--- config.mk ---
export PLATFORM = sky130hd
export DESIGN_NAME = wb32to16_bridge
export DESIGN_NICKNAME = d
export VERILOG_FILES = /design/src/rtl/wb32to16_bridge.sv
export SDC_FILE = /design/constraint.sdc
export NUM_CORES = 1
export LEC_CHECK = 0
export ABC_AREA = 1
export CAP_MARGIN = 5
export CORE_MARGIN = 5
export CORE_UTILIZATION = 50
export DETAILED_ROUTE_END_ITERATION = 12
export GPL_ROUTABILITY_DRIVEN = 0
export PLACE_DENSITY = 0.82
export SYNTH_ARGS = -nofsm -noshare
export SYNTH_HDL_FRONTEND = slang
export SYNTH_SLANG_ARGS = --single-unit
--- constraint.sdc ---
create_clock -name clk -period 6.7 [get_ports clk]
set_input_delay 1.34 -clock clk [delete_from_list [all_inputs] [get_ports clk]]
set_output_delay 1.34 -clock clk [all_outputs]
set_load 0.05 [all_outputs]
--- src/rtl/wb32to16_bridge.sv ---
// 32-bit pipelined Wishbone slave to two 16-bit Wishbone master beats (low halfword first).
// Optional build macro WB32TO16_SEL_SKIP_EN: write beats with an all-zero sel pair are not issued.
module wb32to16_bridge #(
  parameter int AW = 24
) (
  input  logic          clk,
  input  logic          rst_n,
  input  logic          s_wb_cyc_i,
  input  logic          s_wb_stb_i,
  input  logic          s_wb_we_i,
  input  logic [AW-2:0] s_wb_adr_i,
  input  logic [31:0]   s_wb_dat_i,
  input  logic [3:0]    s_wb_sel_i,
  output logic [31:0]   s_wb_dat_o,
  output logic          s_wb_ack_o,
  output logic          s_wb_stall_o,
  output logic          m_wb_cyc_o,
  output logic          m_wb_stb_o,
  output logic          m_wb_we_o,
  output logic [AW-1:0] m_wb_adr_o,
  output logic [15:0]   m_wb_dat_o,
  output logic [1:0]    m_wb_sel_o,
  input  logic [15:0]   m_wb_dat_i,
  input  logic          m_wb_ack_i,
  input  logic          m_wb_stall_i
);
  typedef enum logic [2:0] {IDLE, LO, HI, WAIT, RESP} state_t;

  state_t        state, state_n;
  logic [AW-2:0] adr_q, adr_n;
  logic [31:0]   dat_q, dat_n;
  logic [3:0]    sel_q, sel_n;
  logic          we_q, we_n, abort_q, abort_n;
  logic [1:0]    cnt_q, cnt_n, need_q, need_n;
  logic [15:0]   rlo_q, rlo_n, rhi_q, rhi_n;
  logic          accept, busy, ack_in;

  assign accept = s_wb_cyc_i & s_wb_stb_i & ~s_wb_stall_o;
  assign busy   = (state == LO) | (state == HI) | (state == WAIT);
  assign ack_in = busy & m_wb_ack_i;

  always_comb begin
    state_n = state;
    adr_n   = adr_q;
    dat_n   = dat_q;
    sel_n   = sel_q;
    we_n    = we_q;
    need_n  = need_q;
    cnt_n   = cnt_q + {1'b0, ack_in};
    // an upstream cycle drop anywhere after accept only suppresses the final ack
    abort_n = abort_q | ((state != IDLE) & ~s_wb_cyc_i);
    rlo_n   = (ack_in && cnt_q == 2'd0) ? m_wb_dat_i : rlo_q;
    rhi_n   = (ack_in && cnt_q == 2'd1) ? m_wb_dat_i : rhi_q;
    case (state)
      IDLE: if (accept) begin
        adr_n   = s_wb_adr_i;
        dat_n   = s_wb_dat_i;
        sel_n   = s_wb_sel_i;
        we_n    = s_wb_we_i;
        cnt_n   = 2'd0;
        abort_n = 1'b0;
        need_n  = 2'd2;
        state_n = LO;
`ifdef WB32TO16_SEL_SKIP_EN
        if (s_wb_we_i) begin
          need_n = {1'b0, |s_wb_sel_i[1:0]} + {1'b0, |s_wb_sel_i[3:2]};
          if (s_wb_sel_i == 4'b0000)       state_n = RESP;
          else if (s_wb_sel_i[1:0] == 2'b00) state_n = HI;
        end
`endif
      end
      LO: if (!m_wb_stall_i) begin
        state_n = HI;
`ifdef WB32TO16_SEL_SKIP_EN
        if (we_q && sel_q[3:2] == 2'b00) state_n = (cnt_n == need_q) ? RESP : WAIT;
`endif
      end
      // zero-latency downstream can complete the count while the HI beat issues
      HI:   if (!m_wb_stall_i) state_n = (cnt_n == need_q) ? RESP : WAIT;
      WAIT: if (cnt_n == need_q) state_n = RESP;
      RESP: state_n = IDLE;
      default: state_n = IDLE;
    endcase
  end

  always_ff @(posedge clk or negedge rst_n) begin
    if (!rst_n) begin
      state        <= IDLE;
      adr_q        <= '0;
      dat_q        <= '0;
      sel_q        <= '0;
      we_q         <= 1'b0;
      abort_q      <= 1'b0;
      cnt_q        <= '0;
      need_q       <= '0;
      rlo_q        <= '0;
      rhi_q        <= '0;
      s_wb_dat_o   <= '0;
      s_wb_ack_o   <= 1'b0;
      s_wb_stall_o <= 1'b0;
      m_wb_cyc_o   <= 1'b0;
      m_wb_stb_o   <= 1'b0;
      m_wb_we_o    <= 1'b0;
      m_wb_adr_o   <= '0;
      m_wb_dat_o   <= '0;
      m_wb_sel_o   <= '0;
    end else begin
      state        <= state_n;
      adr_q        <= adr_n;
      dat_q        <= dat_n;
      sel_q        <= sel_n;
      we_q         <= we_n;
      abort_q      <= abort_n;
      cnt_q        <= cnt_n;
      need_q       <= need_n;
      rlo_q        <= rlo_n;
      rhi_q        <= rhi_n;
      // outputs are registered from the next state so they line up with it
      m_wb_cyc_o   <= (state_n == LO) | (state_n == HI) | (state_n == WAIT);
      m_wb_stb_o   <= (state_n == LO) | (state_n == HI);
      m_wb_we_o    <= we_n & ((state_n == LO) | (state_n == HI) | (state_n == WAIT));
      m_wb_adr_o   <= {adr_n, state_n == HI};
      m_wb_dat_o   <= (state_n == HI) ? dat_n[31:16] : dat_n[15:0];
      m_wb_sel_o   <= (state_n == HI) ? sel_n[3:2] : sel_n[1:0];
      s_wb_stall_o <= (state_n != IDLE);
      s_wb_ack_o   <= (state_n == RESP) & ~abort_n;
      if (state_n == RESP && !abort_n && !we_n) s_wb_dat_o <= {rhi_n, rlo_n};
    end
  end
endmodule

# Word-level counts from Yosys, hierarchy flattened
# Cells that the tools add are included.
dict set report classes {
  add_sub_neg 1
  n_mul 0
  div 0
  order_cmp 0
  n_eq_ne 9
  shifts 0
  muxes 22
  bitwise_logic 14
  n_reduce_logical 11
}
# op count
set op_table {}
lappend op_table {{32-bit 2-to-1 mux} 2}
lappend op_table {{16-bit 2-to-1 mux} 3}
lappend op_table {{23-bit 2-to-1 mux} 2}
lappend op_table {{3-bit 2-to-1 mux} 5}
lappend op_table {{3-bit by 2-bit == test with 1-bit output, second input constant} 4}
lappend op_table {{3-bit case mux with 4 select lines} 1}
lappend op_table {{4-bit 2-to-1 mux} 2}
lappend op_table {{1-bit bitwise AND} 6}
lappend op_table {{3-bit by 1-bit == test with 1-bit output, second input constant} 2}
lappend op_table {{2-bit 2-to-1 mux} 3}
lappend op_table {{3-bit nonzero test} 2}
lappend op_table {{1-bit bitwise OR} 5}
lappend op_table {{1-bit logical AND} 4}
lappend op_table {{1-bit 2-to-1 mux} 4}
lappend op_table {{3-bit == test, second input constant} 1}
lappend op_table {{3-bit logical NOT} 1}
lappend op_table {{1-bit NOT} 3}
lappend op_table {{2-bit by 1-bit adder with 2-bit output} 1}
lappend op_table {{2-bit by 1-bit == test with 1-bit output, second input constant} 1}
lappend op_table {{2-bit == test} 1}
lappend op_table {{1-bit logical NOT} 2}
lappend op_table {{2-bit logical NOT} 1}
lappend op_table {{2-bit AND reduction} 1}
dict set report word_totals {
  register_bits 178
  latchBits 0
  mem_bits_rw 0
  mem_bits_ro 0
  input_bits 82
  output_inout_bits 79
  mem_count 0
}

# Longest topological paths before layout
# Gate-level depths: netlist of run 1.
dict set report depth {
  word_depth 13
  mapped_depth 17
  ltp_nobuf 15
}

# Least setup slack after synthesis of run 1
# No wires, ideal clock.
dict set report synth_path {
  path_kind {in2reg}
  startpoint {input port m_wb_ack_i}
  endpoint {register m_wb_dat_o[7]}
  setup_time_ns 0.117
  t_arrival_ns 2.871
  required_time_ns 6.583
  setup_slack_ns 3.713
  path_stages 16
  n_path_buf 2
  path_cell_list {nand2_1 nor2_2 buf_2 ha_1 inv_1 nand2_1 nand2_1 nand2_1 nand3_2 nand2_1 nand2_2 inv_2 nand2_1 buf_4 nand2_1 nand2_1}
}
dict set report synth_via {
  elab_chain_len 8
  elab_cells_between_ends 9
}
# item line_no
set synth_lines {}
lappend synth_lines {{start, declared} 24} ;# input logic m_wb_ack_i,
lappend synth_lines {{1-bit bitwise AND *} 40} ;# assign ack_in = busy & m_wb_ack_i;
lappend synth_lines {{2-bit by 1-bit adder with 2-bit output *} 49} ;# cnt_n = cnt_q + {1'b0, ack_in};
lappend synth_lines {{2-bit == test *} {79, 80}}
lappend synth_lines {{3-bit 2-to-1 mux (2 in a row)} 79} ;# HI: if (!m_wb_stall_i) state_n = (cnt_n == need_q) ? RESP : WAIT;
lappend synth_lines {{3-bit case mux with 4 select lines *} 54} ;# case (state)
lappend synth_lines {{via state_n[0]} 29} ;# state_t state, state_n;
lappend synth_lines {{3-bit by 2-bit == test with 1-bit output *} 123} ;# m_wb_dat_o <= (state_n == HI) ? dat_n[31:16] : dat_n[15:0];
lappend synth_lines {{16-bit 2-to-1 mux *} 123}
lappend synth_lines {{end signal, assigned} 123}
lappend synth_lines {{end, declared} 21} ;# output logic [15:0] m_wb_dat_o,
# Mark *: on every way through the listed nets, which the timed path passes. The rest lies on a longest branch.
# A chain may end at the register's enable or synchronous reset.

# Worst setup path in the final report of run 1
dict set report layout_path {
  startpoint {input port m_wb_ack_i}
  endpoint {register m_wb_sel_o[0]}
}
dict set report layout_via {
  elab_chain_len 8
  elab_cells_between_ends 9
}
# item line_no
set layout_lines {}
lappend layout_lines {{1-bit bitwise AND *} 40}
lappend layout_lines {{2-bit by 1-bit adder with 2-bit output *} 49}
lappend layout_lines {{2-bit == test *} {79, 80}}
lappend layout_lines {{3-bit 2-to-1 mux (2 in a row)} 79}
lappend layout_lines {{3-bit case mux with 4 select lines *} 54}
lappend layout_lines {{3-bit by 2-bit == test with 1-bit output *} 124} ;# m_wb_sel_o <= (state_n == HI) ? sel_n[3:2] : sel_n[1:0];
lappend layout_lines {{2-bit 2-to-1 mux *} 124}
lappend layout_lines {{end signal, assigned} 124}
lappend layout_lines {{end, declared} 22} ;# output logic [1:0] m_wb_sel_o,
# Mark *: on every way between the ends. The rest lies on a longest branch, timed or not.

==> qor.yml, run 1 <==
power_and_ir_drop:
  ir_worst_vdd_uv: 263
  powerDensity_nw_per_um2: 556
  leakagePower_nw: 4.25
  p_total_mw: 4.64
clocking:
  clk_path_buf_depth: 2
  cts_tree: "built"
  clkSinkCount: 155
  cts_hold_buf: 0
  clkTransAtPathRegs_ps: 60
  htreeDepth: 4
  cts_resized: 0
  postCtsSetupBuffers: 0
  numCtsBuffers: 17
  insertion_delay_ps: 420
  root_buffer: "clkbuf_16"
floorplan:
  core_um2: 12000
  die_h_um: 121
  fp-row-count: 40
  die_width_um: 121
  io-pin-count: 161
  initial_core_util: 0.512
  dieArea_um2: 14600
sta:
  worst_slew_pin_slew_ps: 1090
  rsz0062_at_grt: "false"
  fmaxAchievable_mhz: 250
  maxSlewHeadroom: 0.269
  fin_hold_ws_ps: 469
  setup_tns_ps: 0
  setup_viol: 0
  min_period_ps: 4000
  finalCritPeriodShare: 0.597
  drv_slew: 0
  fin_skew_ps: 14.8
  hold_viol: 0
worst_setup_path:
  crit_family: "simple AND/OR/NAND/NOR gates"
  cp_num_buf_inv: 2
  cpMaxStageDelayCell: "nand2_1"
  cp_max_fo: 35
  end_kind: "flip-flop"
  crit_path_cell_trace: "clkdlybuf4s50_1, nand2_1, nor2_2, buf_4, ha_1, nand2_1, nand2_1, nand2_1, nand4_1, nand2_1, nand2_1, nand2_1, nand2_1, nand2_1"
  start_kind: "input pin"
  cp.required_ps: 7000
  crit_top_cell: "nand2_1"
  worst_ep_arrival_time_ps: 4300
  max_stage_delay_ps: 630
  worstSetupPathType: "input pin to flip-flop"
synth:
  yosysSeqAreaShare: 0.631
  yosysWarnings: 0
  synth-seq-cells: 155
  synthCells: 675
  synth_top_cell_area_share: 0.631
  post_synth.cell_area_avg_um2: 9.11
  synthDistinctLibCells: 24
  synth_fp_nets: 758
  syn_area_um2: 6150
  synth_top_cell_by_area: "dfrtp_1"
  synth_area_leaders: "dfrtp_1 (63%), nand2_1 (22%), nand3_1 (4.2%)"
drt:
  viasPerCell: 5.17
  drtIter0Drc: 424
  dr.pass1.iters: 4
  detail_route.wl_per_cell_um: 15.8
  drt_wl_total_um: 15500
  vias: 5075
  drt.antenna.violating_nets: 0
  drc: 0
finish:
  nets: 904
  syn_to_final_growth_pct: 35.8
  num_antenna_cells: 0
  fill_cells: 876
  final_common_cell: "nand2_1"
  final_cell_mix: "nand2_1 (359), clkdlybuf4s50_1 (159), dfrtp_1 (155)"
  drive_gt1_frac: 0.0624
worst_hold_path:
  hp-class: "flip-flop to flip-flop"
global_route:
  overflow: 0
  grt_max_degree: 85
  grt_pass1_vias: 5242
  grt_use_total: 0.220
  grt_pass1_wl_um: 25400
  antenna_found_initial: 0
place:
  numPortBuffers: 160
  dpl.hpwl_um: 10500
outcome:
  status: "finished, final reports clean"
run:
  maxCapViolations: 0
[cell type report]
class | instances | area, um2 | area share
multi-input cells | 466 | 1990 | 0.238
inverters | 17 | 63.8 | 0.00764
flip-flops and latches | 155 | 3880 | 0.465
repair buffers | 164 | 1630 | 0.196
clock buffers | 17 | 425 | 0.0510
clock inverters | 15 | 179 | 0.0214
well taps | 147 | 184 | 0.0220
[registers in the layout, indices dropped and copies added, names as in the netlist]
signal        count
dat_q            32
s_wb_dat_o       32
adr_q            23
m_wb_dat_o       16
rhi_q            16
rlo_q            16
sel_q             4
state             3
cnt_q             2
m_wb_sel_o        2
abort_q           1
m_wb_adr_o        1
m_wb_cyc_o        1
m_wb_stb_o        1
m_wb_we_o         1
need_q            1
s_wb_ack_o        1
s_wb_stall_o      1
we_q              1
[final timing paths]
kind	depth (start not counted)	slack [ps]	endpoint	start
worst max-delay path	14	2700	m_wb_sel_o[0]$_DFF_PN0_	m_wb_ack_i
min in group asynchronous	1	920	adr_q[19]$_DFFE_PN0P_	rst_n
max in group asynchronous	2	4290	s_wb_dat_o[4]$_DFFE_PN0P_	rst_n
worst min register to register	2	470	dat_q[16]$_DFF_PN0_	dat_q[16]$_DFF_PN0_
worst max register to register	14	3600	m_wb_sel_o[0]$_DFF_PN0_	state[2]$_DFF_PN0_
worst min-delay path	2	470	dat_q[16]$_DFF_PN0_	dat_q[16]$_DFF_PN0_
[stage by stage]
step / cell area, um2 / worst slack (ps) / utilization / cells
2_1_floorplan: 6150 / 3710 / - / 675
3_3_place_gp: 7740 / 2420 / 0.645 / 949
3_5_place_dp: 7740 / 2290 / 0.645 / 949
4_1_cts: 8350 / 2700 / 0.695 / 981
5_1_grt: 8350 / 2410 / 0.695 / 981
6_report: 8350 / 2700 / 0.695 / 981
[cells by family after synthesis]
logic type      count (synthesis)  share of synthesized area
simple gates                  460                      0.314
flops                         155                      0.631
buf+inv                        54                     0.0460
compound gates                  5                    0.00712
fa+ha+maj                       1                    0.00204
[Yosys cell counts (all sizes together)]
cell type,count
inv,17
clkbuf,5
nand3,53
o21ai,2
nor3,2
nor2,10
buf,32
nand2,361
nand4,33
ha,1
nand3b,1
a21oi,3
dfrtp,155
[where the power goes]
group	total, mW	leakage (nW)	internal [mW]	switching (mW)
Combinational	2.13	1.98	0.624	1.50
Clock	0.977	0.291	0.564	0.413
Sequential	1.54	1.98	1.35	0.185
[per-layer routing]
layer	share of wire	track usage
met5	0	0
met4	0.021	0.0786
met3	0.070	0.0643
met2	0.50	0.364
met1	0.41	0.278
[worst register-to-register path, cell delays in order, from the launching register on]
cell     delay, ps
dfrtp_1        390
inv_2           90
nand2_1         60
nor2_2          70
buf_4          310
ha_1           230
nand2_1         70
nand2_1         90
nand2_1         80
nand4_1         70
nand2_1         50
nand2_1        500
nand2_1        630
nand2_1        250
nand2_1         80
Note: power is estimated with default switching activity, not from simulation.
==> inputs of run 2 (changes only) <==
--- a/config.mk
+++ b/config.mk
@@ -8,10 +8,10 @@
 export ABC_AREA = 1
 export CAP_MARGIN = 5
 export CORE_MARGIN = 5
-export CORE_UTILIZATION = 50
+export CORE_UTILIZATION = 49
 export DETAILED_ROUTE_END_ITERATION = 12
 export GPL_ROUTABILITY_DRIVEN = 0
-export PLACE_DENSITY = 0.82
+export PLACE_DENSITY = 0.8
 export SYNTH_ARGS = -nofsm -noshare
 export SYNTH_HDL_FRONTEND = slang
 export SYNTH_SLANG_ARGS = --single-unit
==> constraint.sdc (replaced) <==
create_clock -name clk -period 4.01 [get_ports clk]
set_input_delay 0.802 -clock clk [delete_from_list [all_inputs] [get_ports clk]]
set_output_delay 0.802 -clock clk [all_outputs]
set_load 0.05 [all_outputs]
==> run 2 against run 1 <==
Core utilization fell by 1.9 points. Largest power group unchanged. Non-clock buffer count up 6. Critical path type unchanged. Critical endpoint is now m_wb_dat_o[9]$_DFF_PN0_. Via count is 0.89% higher. Die area is 1.9% higher. Power grew 66%. Flip-flop and latch count stayed put. Largest cell class unchanged.
==> qor.yml, run 2 (synthesis gave the netlist of run 1 again) <==
worst_setup_path:
  reg2reg_from: "state[2]$_DFF_PN0_"
  worstSetupPathType: "input pin to flip-flop"
  start_kind: "input pin"
  cp_max_fo: 20
  cp_num_buf_inv: 3
  end_kind: "flip-flop"
  crit_path_cell_trace: "clkdlybuf4s50_1, nand2_1, nor2_2, ha_1, inv_1, nand2_1, nand2_1, nand2_1, nand3_2, nand2_1, nand2_2, inv_2, nand2_1, nand2_1, nand2_1"
  max_stage_delay_ps: 500
  crit_family: "simple AND/OR/NAND/NOR gates"
  worst_ep_arrival_time_ps: 3240
  cpMaxStageDelayCell: "nand2_1"
  cp.required_ps: 4310
  startpoint: "m_wb_ack_i"
  crit_top_cell: "nand2_1"
sta:
  drv_slew: 0
  min_period_ps: 2940
  hold_viol: 0
  setup_slack_ps: 1070
  fmaxAchievable_mhz: 340
  setup_viol: 0
  setup_tns_ps: 0
  fin_skew_ps: 5.84
  rsz0062_at_grt: "false"
  maxSlewHeadroom: 0.391
  finalCritPeriodShare: 0.733
  worst_slew_pin_slew_ps: 914
power_and_ir_drop:
  ir_worst_vdd_uv: 447
  powerDensity_nw_per_um2: 916
  leakagePower_nw: 4.28
place:
  numPortBuffers: 160
  dpl.hpwl_um: 10300
  pre_cts_ws_ps: 632
floorplan:
  fp-row-count: 41
  dieArea_um2: 14900
  die_h_um: 122
  io-pin-count: 161
  core_um2: 12500
  die_width_um: 122
  initial_core_util: 0.493
drt:
  drt.antenna.violating_nets: 0
  vias: 5120
  drc: 0
  detail_route.wl_per_cell_um: 15.1
  drt_wl_total_um: 15300
  viasPerCell: 5.06
  drtIter0Drc: 540
  dr.pass1.iters: 6
finish:
  reg_top3: "dat_q x32, s_wb_dat_o x32, adr_q x23"
  final_cell_mix: "nand2_1 (359), clkdlybuf4s50_1 (159), dfrtp_1 (155)"
  drive_gt1_frac: 0.0679
  nets: 910
  num_antenna_cells: 0
  final_common_cell: "nand2_1"
  syn_to_final_growth_pct: 37.0
clocking:
  root_buffer: "clkbuf_16"
  cts_hold_buf: 0
  cts_tree: "built"
  insertion_delay_ps: 420
  numCtsBuffers: 17
  clkTransAtPathRegs_ps: 60
  postCtsSetupBuffers: 0
  clkSinkCount: 155
  cts_resized: 0
  clk_path_buf_depth: 2
  htreeDepth: 4
global_route:
  antenna_found_initial: 0
  grt_use_total: 0.213
  grt_pass1_vias: 5183
  grt_pass1_wl_um: 24800
  grt_max_degree: 101
  overflow: 0
worst_hold_path:
  hp-class: "input pin to async pin"
run:
  maxCapViolations: 0
outcome:
  status: "finished, final reports clean"
## run 2: final cells by class
type	instances	area (um2)
timing repair buffer	170	1690
inverter	17	63.8
clock inverter	11	119
sequential	155	3880
clock buffer	21	470
multi-input combinational	466	1990
tap	172	215
fill	991	4040
## run 2: worst register-to-register path, stage by stage, from the launching register on
cell     delay, ps
dfrtp_1        390
inv_2          100
nand2_1         70
nor2_2         100
ha_1           170
inv_1           40
nand2_1         80
nand2_1         80
nand2_1         90
nand3_2        130
nand2_1        110
nand2_2         70
inv_2          260
nand2_1        500
nand2_1        210
nand2_1         80
## run 2: per-layer routing
layer / vias to the layer above / routed length (um) / global-route usage
li1: 2440 / - / -
met1: 2447 / 6210 / 0.270
met2: 211 / 7580 / 0.351
met3: 22 / 1230 / 0.0627
met4: 0 / 263 / 0.0770
met5: - / 0 / 0
## run 2: final timing paths
check,cells after the start,to,slack (ps)
max reg2reg,15,m_wb_dat_o[9]$_DFF_PN0_,1410
max,15,m_wb_dat_o[9]$_DFF_PN0_,1070
max in group asynchronous,2,m_wb_dat_o[7]$_DFF_PN0_,2740
min reg2reg,2,rhi_q[6]$_DFF_PN0_,470
min,1,s_wb_dat_o[18]$_DFFE_PN0P_,460
min in group clk,2,rhi_q[6]$_DFF_PN0_,470
## run 2: per-stage QoR
stage | hold WS (ps) | instances | total power, mW | utilization | cell area, um2
floorplan | 438 | 675 | 4.98 | - | 6150
global placement | 451 | 980 | 6.06 | 0.628 | 7830
detailed placement | 456 | 980 | 6.17 | 0.628 | 7830
CTS | 471 | 1012 | 7.78 | 0.676 | 8420
global route | 486 | 1012 | 8.17 | 0.676 | 8420
finish | 463 | 1012 | 7.72 | 0.676 | 8420
## run 2: power by group
group | total [mW] | switching, mW | internal [mW]
combinational | 3.59 | 2.51 | 1.08
sequential | 2.56 | 0.299 | 2.26
clock | 1.57 | 0.613 | 0.961
==> inputs of run 3 (changes only) <==
==> constraint.sdc (replaced) <==
create_clock -name clk -period 2.73 [get_ports clk]
set_input_delay 0.546 -clock clk [delete_from_list [all_inputs] [get_ports clk]]
set_output_delay 0.546 -clock clk [all_outputs]
set_load 0.05 [all_outputs]
==> run 3 against run 2 <==
Routed wire length up 2.5%. Largest power group unchanged. Core utilization up 0.35 points. Final area up 0.52%. Sequential share of layout area down 0.24 points. Critical path depth down 14. Die area unchanged. Global-route usage up 0.72 points.
==> qor.yml, run 3 (synthesis gave the netlist of run 1 again) <==
sta:
  setup_tns_ps: 0
  finalCritPeriodShare: 0.796
  drv_slew: 0
  fmaxAchievable_mhz: 460
  fin_skew_ps: 7.78
  setup_viol: 0
  maxSlewHeadroom: 0.633
  hold_viol: 0
  worst_slew_pin_slew_ps: 549
  min_period_ps: 2170
  fin_hold_ws_ps: 67.5
  rsz0062_at_grt: "false"
place:
  numPortBuffers: 160
  placed_area_um2: 7900
  dpl.hpwl_um: 10900
clocking:
  cts_hold_buf: 0
  numCtsBuffers: 17
  clkTransAtPathRegs_ps: 60
  root_buffer: "clkbuf_16"
  postCtsSetupBuffers: 0
  htreeDepth: 4
  clk_path_buf_depth: 2
  insertion_delay_ps: 420
  clkSinkCount: 155
  cts_resized: 0
  cts_tree: "built"
outcome:
  status: "finished, final reports clean"
drt:
  vias: 5229
  dr.pass1.iters: 5
  drt_wl_total_um: 15700
  drc: 0
  drt.antenna.violating_nets: 0
  drtIter0Drc: 451
  detail_route.wl_per_cell_um: 15.4
  viasPerCell: 5.13
worst_setup_path:
  start_kind: "flip-flop"
  worst_ep_arrival_time_ps: 1630
  reg2reg_from: "state[2]$_DFF_PN0_"
  cp.required_ps: 2180
  reg2reg_slack_ps: 690
  max_stage_delay_ps: 820
  crit_family: "buffers and inverters"
  reg2regPathDepth: 13
  cpMaxStageDelayCell: "clkdlybuf4s50_1"
  worstSetupPathType: "flip-flop to output pin"
  cp_num_buf_inv: 1
  end_kind: "output pin"
  cp_max_fo: 2
  reg2reg_to: "s_wb_dat_o[4]$_DFFE_PN0P_"
  crit_path_cell_trace: "clkdlybuf4s50_1"
finish:
  final_area_um2: 8470
  multiInputGateArea_um2: 1990
  num_antenna_cells: 0
  final_cell_mix: "nand2_1 (359), clkdlybuf4s50_1 (159), dfrtp_1 (155)"
  syn_to_final_growth_pct: 37.7
  fill_cells: 1007
  final_common_cell: "nand2_1"
  nets: 917
  reg_top3: "dat_q x32, s_wb_dat_o x32, adr_q x23"
  seq_area_um2: 3880
  drive_gt1_frac: 0.0732
floorplan:
  die_width_um: 122
  io-pin-count: 161
  initial_core_util: 0.493
  core_um2: 12500
  dieArea_um2: 14900
  die_h_um: 122
  fp-row-count: 41
power_and_ir_drop:
  powerDensity_nw_per_um2: 1350
  ir_worst_vdd_uv: 731
  leakagePower_nw: 4.32
run:
  maxCapViolations: 0
global_route:
  grt_pass1_vias: 5280
  grt_use_total: 0.220
  grt_max_degree: 55
  grt_pass1_wl_um: 25600
  overflow: 0
  antenna_found_initial: 0
worst_hold_path:
  hp-class: "input pin to async pin"
## run 3: power breakdown
group          total, mW  internal, mW  switching [mW]
registers           3.77          3.32           0.454
logic               5.38          1.64            3.73
clock network       2.25          1.37           0.880
## run 3: stage by stage
step / utilization / setup slack [ps] / std cells / power [mW]
2_1_floorplan: - / 537 / 675 / 7.31
3_3_place_gp: 0.634 / 257 / 987 / 8.99
3_5_place_dp: 0.634 / 153 / 987 / 9.18
4_1_cts: 0.679 / 529 / 1019 / 11.5
5_1_grt: 0.679 / 331 / 1019 / 12.0
6_report: 0.679 / 556 / 1019 / 11.4
## run 3: per-layer routing
metal  share of wire  vias up  routed length [um]  global-route usage
li1                -     2453                   -                   -
met1            0.39     2490                6180               0.273
met2            0.50      258                7910               0.367
met3           0.083       28                1310              0.0641
met4           0.017        0                 272              0.0854
met5               0        -                   0                   0
## run 3: area by class of cell
class                   instances  area share
inverters                      17     0.00754
clock inverters                 7     0.00739
repair buffers                177       0.207
flip-flops and latches        155       0.458
multi-input cells             466       0.235
clock buffers                  25      0.0597
well taps                     172      0.0254
## run 3: how the worst max path moves through the flow
stage / start / end / cells after the start
after detailed placement: s_wb_cyc_i / s_wb_dat_o[26]$_DFFE_PN0P_ / 8
after floorplan: m_wb_ack_i / m_wb_dat_o[7]$_DFF_PN0_ / 16
after global placement: m_wb_ack_i / s_wb_dat_o[11]$_DFFE_PN0P_ / 13
final: s_wb_dat_o[29]$_DFFE_PN0P_ / s_wb_dat_o[29] / 1
after CTS: s_wb_stall_o$_DFF_PN0_ / s_wb_stall_o / 1
after global routing: m_wb_ack_i / s_wb_dat_o[0]$_DFFE_PN0P_ / 13
==> variant 1, RTL diff (flow settings as in run 2) <==
Build with the macro `WB32TO16_SEL_SKIP_EN` defined.
--- a/src/rtl/wb32to16_bridge.sv
+++ b/src/rtl/wb32to16_bridge.sv
@@ -1,5 +1,7 @@
 // 32-bit pipelined Wishbone slave to two 16-bit Wishbone master beats (low halfword first).
 // Optional build macro WB32TO16_SEL_SKIP_EN: write beats with an all-zero sel pair are not issued.
+`define WB32TO16_SEL_SKIP_EN
+
 module wb32to16_bridge #(
   parameter int AW = 24
 ) (
Behaviour: not the same (Yosys sat finds a counterexample within 4 cycles, from zero or initial values and one cycle with rst_n low).
==> variant 1 against run 2 <==
Total power rose by 7.3%. Count of clock-buffer cells in the layout did not move. Maximum frequency fell by 2.7%. Clock skew rose by 2.4 ps. Via count barely moved. Setup slack got worse by 82 ps. Cell area rose by 3.1%. Routed wire length rose by 1.3%. Sequential cell count rose by 1. Synthesized cell count rose by 3.9%. First-iteration DRC count fell by 47%. Area after synthesis rose by 4.4%.
==> variant 1: results (changes against run 2) <==
Synth top area cells: dfrtp_1 61%, nand2_1 18%, nand3_1 3.0%, inv_1 2.9%, o21ai_0 2.6% (was dfrtp_1 63%, nand2_1 22%, nand3_1 4.2%, nand4_1 3.4%, buf_2 1.8%). The fraction of final layout cells sized beyond drive strength 1 came out at 9.551% (was 6.786%). The adder-cell share of the synthesized area came to 0.7797% (was 0.2035%). The post-synthesis cell type count is 26 (was 24). The end of the worst register-to-register path is s_wb_dat_o[22] (was m_wb_dat_o[9]). The instance area after placement came out at 8102 µm² (was 7834 µm²).

The clock-cell share of area was 6.741% (was 6.996%). Synth cell count leaders: 301 x nand2_1, 156 x dfrtp_1, 49 x inv_1 (was 359 x nand2_1, 155 x dfrtp_1, 51 x nand3_1). The detailed-routing iteration count for the pre-antenna-repair pass was 5 (was 6). The total met3 wirelength after detailed routing is 663 µm (was 1.232 mm).

The static leakage power is 4.369 nW (was 4.278 nW). The total number of vias was 5,119 (was 5,120). Run status: finished clean (unchanged). The worst setup margin came out at 987.9 ps (was 1070 ps). The final-layout worst hold slack came out at 470.3 ps (was 463.1 ps). The depth of the most critical reg-to-reg path is 14 (was 15). The arrival time at the worst endpoint was 3320 ps (was 3240 ps). The detailed router's first-iteration violation count is 286 (was 540).

The pre-CTS setup slack is 623.5 ps (was 632.4 ps). The total instance count after detailed placement is 1,010 (was 980). The number of inverters outside the clock class in the layout came out at 55 (was 17). The synthesized area divided by synthesized cell count came out at 9.156 µm² (was 9.107 µm²). The register share of the cell area came out at 44.94% (was 46.05%). The finished layout cell area came out at 8687 µm² (was 8423 µm²). The placed wire-length estimate is 10.64 mm (was 10.35 mm). The layout filler cell count came out at 1,004 (was 991).

The non-clock buffer count in the final layout came out at 168 (was 170). The routed wire length came out at 15.48 mm (was 15.29 mm). The share of the yosys chip area belonging to registers is 60.82% (was 63.10%).

The ratio of routed vias to standard cells came out at 4.917 (was 5.059). The global-route wire length before repair is 26.40 mm (was 24.80 mm).
## variant 1: cell types whose count changed after synthesis, moves of 17 or more
cell and change:
inv_1 +36, o21ai_2 +17, and2_1 +18, nand2_1 -58, nand4_1 -33, o21ai_0 +32
## variant 1: routing by layer
metal	track usage (%)	up-vias
met1	26.57	2468
met4	7.221	0
met5	0	-
met2	34.73	149
met3	5.189	29
li1	-	2473
## variant 1: critical path: stages
cell             delay (ps)
clkdlybuf4s50_1         450
nand2_1                  50
nor2_1                  170
ha_1                    310
xnor2_2                 300
nand2_2                 120
nand2_1                  90
nand2_1                  70
nor2_2                  160
inv_2                    90
nor2_4                  150
nand3_4                 310
nand2_1                 180
nand2_1                  70
## variant 1: report_power, final
group | switching, mW | total, mW | internal [mW]
clock network | 0.626 | 1.59 | 0.961
registers | 0.331 | 2.65 | 2.32
logic | 2.78 | 4.05 | 1.27
==> variant 2, RTL diff (flow settings as in run 2) <==
Made on the original files. `adr_q`, `dat_q`, `m_wb_adr_o` and `m_wb_dat_o` no longer have a reset.
--- a/src/rtl/wb32to16_bridge.sv
+++ b/src/rtl/wb32to16_bridge.sv
@@ -86,8 +86,6 @@
   always_ff @(posedge clk or negedge rst_n) begin
     if (!rst_n) begin
       state        <= IDLE;
-      adr_q        <= '0;
-      dat_q        <= '0;
       sel_q        <= '0;
       we_q         <= 1'b0;
       abort_q      <= 1'b0;
@@ -101,13 +99,9 @@
       m_wb_cyc_o   <= 1'b0;
       m_wb_stb_o   <= 1'b0;
       m_wb_we_o    <= 1'b0;
-      m_wb_adr_o   <= '0;
-      m_wb_dat_o   <= '0;
       m_wb_sel_o   <= '0;
     end else begin
       state        <= state_n;
-      adr_q        <= adr_n;
-      dat_q        <= dat_n;
       sel_q        <= sel_n;
       we_q         <= we_n;
       abort_q      <= abort_n;
@@ -119,13 +113,18 @@
       m_wb_cyc_o   <= (state_n == LO) | (state_n == HI) | (state_n == WAIT);
       m_wb_stb_o   <= (state_n == LO) | (state_n == HI);
       m_wb_we_o    <= we_n & ((state_n == LO) | (state_n == HI) | (state_n == WAIT));
-      m_wb_adr_o   <= {adr_n, state_n == HI};
-      m_wb_dat_o   <= (state_n == HI) ? dat_n[31:16] : dat_n[15:0];
       m_wb_sel_o   <= (state_n == HI) ? sel_n[3:2] : sel_n[1:0];
       s_wb_stall_o <= (state_n != IDLE);
       s_wb_ack_o   <= (state_n == RESP) & ~abort_n;
       if (state_n == RESP && !abort_n && !we_n) s_wb_dat_o <= {rhi_n, rlo_n};
     end
   end
+
+  always_ff @(posedge clk) begin
+    adr_q      <= adr_n;
+    dat_q      <= dat_n;
+    m_wb_adr_o <= {adr_n, state_n == HI};
+    m_wb_dat_o <= (state_n == HI) ? dat_n[31:16] : dat_n[15:0];
+  end
 endmodule
 
Behaviour: not the same (a bounded check fails within 4 cycles, from zero or initial values and one cycle with rst_n low).
==> variant 2 against run 2 <==
Count of clock-buffer cells in the layout down 4. Critical path type unchanged. Setup slack got worse by 32 ps. Non-clock buffer count decreased by 1. Clock power up 5%. Highest routed layer unchanged. Routed wire length fell by 8.0%. Sequential cell count did not move. Cell area down 5.3%. Area after synthesis decreased by 7.8%. Total power decreased by 8.6%. Maximum frequency down 1.1%.
==> variant 2: results (changes against run 2) <==
The arrival time at the worst endpoint is 3270 ps (was 3240 ps). Synth cell count leaders: 293 x nand2_1, 83 x dfrtp_1, 51 x nand3_1 (was 359 x nand2_1, 155 x dfrtp_1, 51 x nand3_1). The routed wire length was 14.07 mm (was 15.29 mm). The synthesized net count came to 685 (was 758). The synthesized area divided by synthesized cell count is 9.411 µm² (was 9.107 µm²). The worst IR drop on VDD is 0.5796 mV (was 0.4473 mV).

The total number of vias came out at 4,647 (was 5,120). The number of antenna violations at the first check in global routing came out at 0 (unchanged). The worst min-delay path class is flop to flop (was primary input to async pin). The compound-cell area share of the yosys netlist is 0.5963% (was 0.7124%).

The startpoint of the most critical register-to-register path is state[1] (was state[2]). The number of non-filler instances in the completed layout came out at 914 (was 1,012). Regs by FF count: dat_q: 32 flops, s_wb_dat_o: 32 flops, adr_q: 23 flops (unchanged). The detailed-routing iteration count for the pre-antenna-repair pass is 5 (was 6). The post-cts sizing count came out at 0 (unchanged). The origin of the worst setup path is m_wb_ack_i (unchanged). The static leakage power was 3.815 nW (was 4.278 nW). The xor/xnor share of the synthesized area was 0% (unchanged). The proportion of synthesized area in mux cells came out at 0% (unchanged). The maximum number of pins on one net before global-route repair is 84 (was 101). The post-synthesis cell type count is 22 (was 24). The share of the yosys chip area belonging to registers is 66.17% (was 63.10%). The adder-cell share of the synthesized area is 0.2208% (was 0.2035%).

The aggregate global-route resource usage came out at 21.13% (was 21.33%). Synth top area cells: dfrtp_1 37%, nand2_1 19%, dfxtp_1 17%, edfxtp_1 12%, nand3_1 4.5% (was dfrtp_1 63%, nand2_1 22%, nand3_1 4.2%, nand4_1 3.4%, buf_2 1.8%). The maximum clock skew at final layout is 12.74 ps (was 5.837 ps).

The fraction of final layout cells sized beyond drive strength 1 was 6.615% (was 6.786%). The total instance count after detailed placement came to 882 (was 980). The instance area after placement is 7360 µm² (was 7834 µm²). The via count of the first global-routing pass came out at 4,884 (was 5,183). The maximum fanout along the worst path was 20 (unchanged). The share of flip-flops with an asynchronous set or reset after synthesis came out at 53.55% (was 100.0%). The clock latency on the worst-skew pair is 410 ps. The count of antenna diodes in the layout came out at 0 (unchanged). Run status: finished clean (unchanged). The global-route wire length before repair came out at 24.13 mm (was 24.80 mm). The number of nets in the finished design was 841 (was 910). The placed wire-length estimate came out at 9.687 mm (was 10.35 mm). The number of enable flip-flop cells after synthesis came out at 23 (was 0). The worst-margin pin slew came to 1013 ps (was 913.9 ps).

The detailed router's first-iteration violation count is 306 (was 540). The register clock-pin slew on the reported worst setup and hold paths came out at 60 ps (about the same). The startpoint identified for the worst hold timing path is dat_q[14]. The flip-flop cell with the highest count after synthesis is dfrtp_1 (unchanged).
[variant 2: cell count changes after synthesis, moves of 2 or more]
cell	run 2	this run
dfrtp_1	155	83
nor2_4	3	1
inv_1	13	15
buf_6	4	0
dfxtp_1	0	49
buf_1	0	2
edfxtp_1	0	23
nor2_2	1	3
nand2_1	359	293
buf_2	22	25
buf_4	6	0
nand2_2	2	0
[variant 2: path summary, 6_finish.rpt]
| check | endpoint | slack [ps] | cells past startpoint |
|---|---|---|---|
| max in group asynchronous | cnt_q[0] | 2790 | 1 |
| hold / removal | dat_q[14] | 450 | 2 |
| hold reg to reg | dat_q[14] | 450 | 2 |
| setup reg to reg | s_wb_dat_o[17] | 1380 | 9 |
| min in group asynchronous | s_wb_dat_o[16] | 570 | 1 |
| setup / recovery | m_wb_dat_o[4] | 1040 | 15 |
[variant 2: logic make-up after synthesis]
kind of cell,Yosys count
compound gates,4
fa+ha+maj,1
buf+inv,50
flops,155
simple gates,392
[variant 2: where the power goes]
part	internal, mW	switching (mW)
combinational	0.888	2.07
clock	0.991	0.654
sequential	2.22	0.233
[variant 2: critical path: stages]
cell and delay (ps):
clkdlybuf4s50_1 460, nand2_1 60, nor2_2 100, ha_1 180
inv_1 40, nand2_1 70, nand2_1 70, nand2_1 90
nand3_2 110, nand2_1 90, nand2_1 80, inv_2 300
nand2_1 530, nand2_1 190, nand2_1 70
[variant 2: cell type report]
type | count | area [µm²]
Tap cell | 143 | 178.9
Sequential cell | 155 | 3749
Timing Repair Buffer | 169 | 1667
Fill cell | 869 | 3396
Clock buffer | 17 | 425.4
Inverter | 18 | 67.56
Clock inverter | 15 | 188.9
Multi-Input combinational cell | 397 | 1698
[variant 2: stage by stage]
stage               setup WS [ps]  total power, mW
detailed placement          631.3            5.419
CTS                          1047            7.092
floorplan                    1427            4.447
global route                789.8            7.490
finish                       1037            7.054
global placement            682.2            5.331
[variant 2: per-layer routing]
| metal | vias up | wire, µm | track usage (%) |
|---|---|---|---|
| li1 | 2250 | - | - |
| met1 | 2207 | 5867 | 28.02 |
| met2 | 172 | 7075 | 34.16 |
| met3 | 18 | 946 | 5.766 |
| met4 | 0 | 181 | 6.308 |
| met5 | - | 0 | 0 |
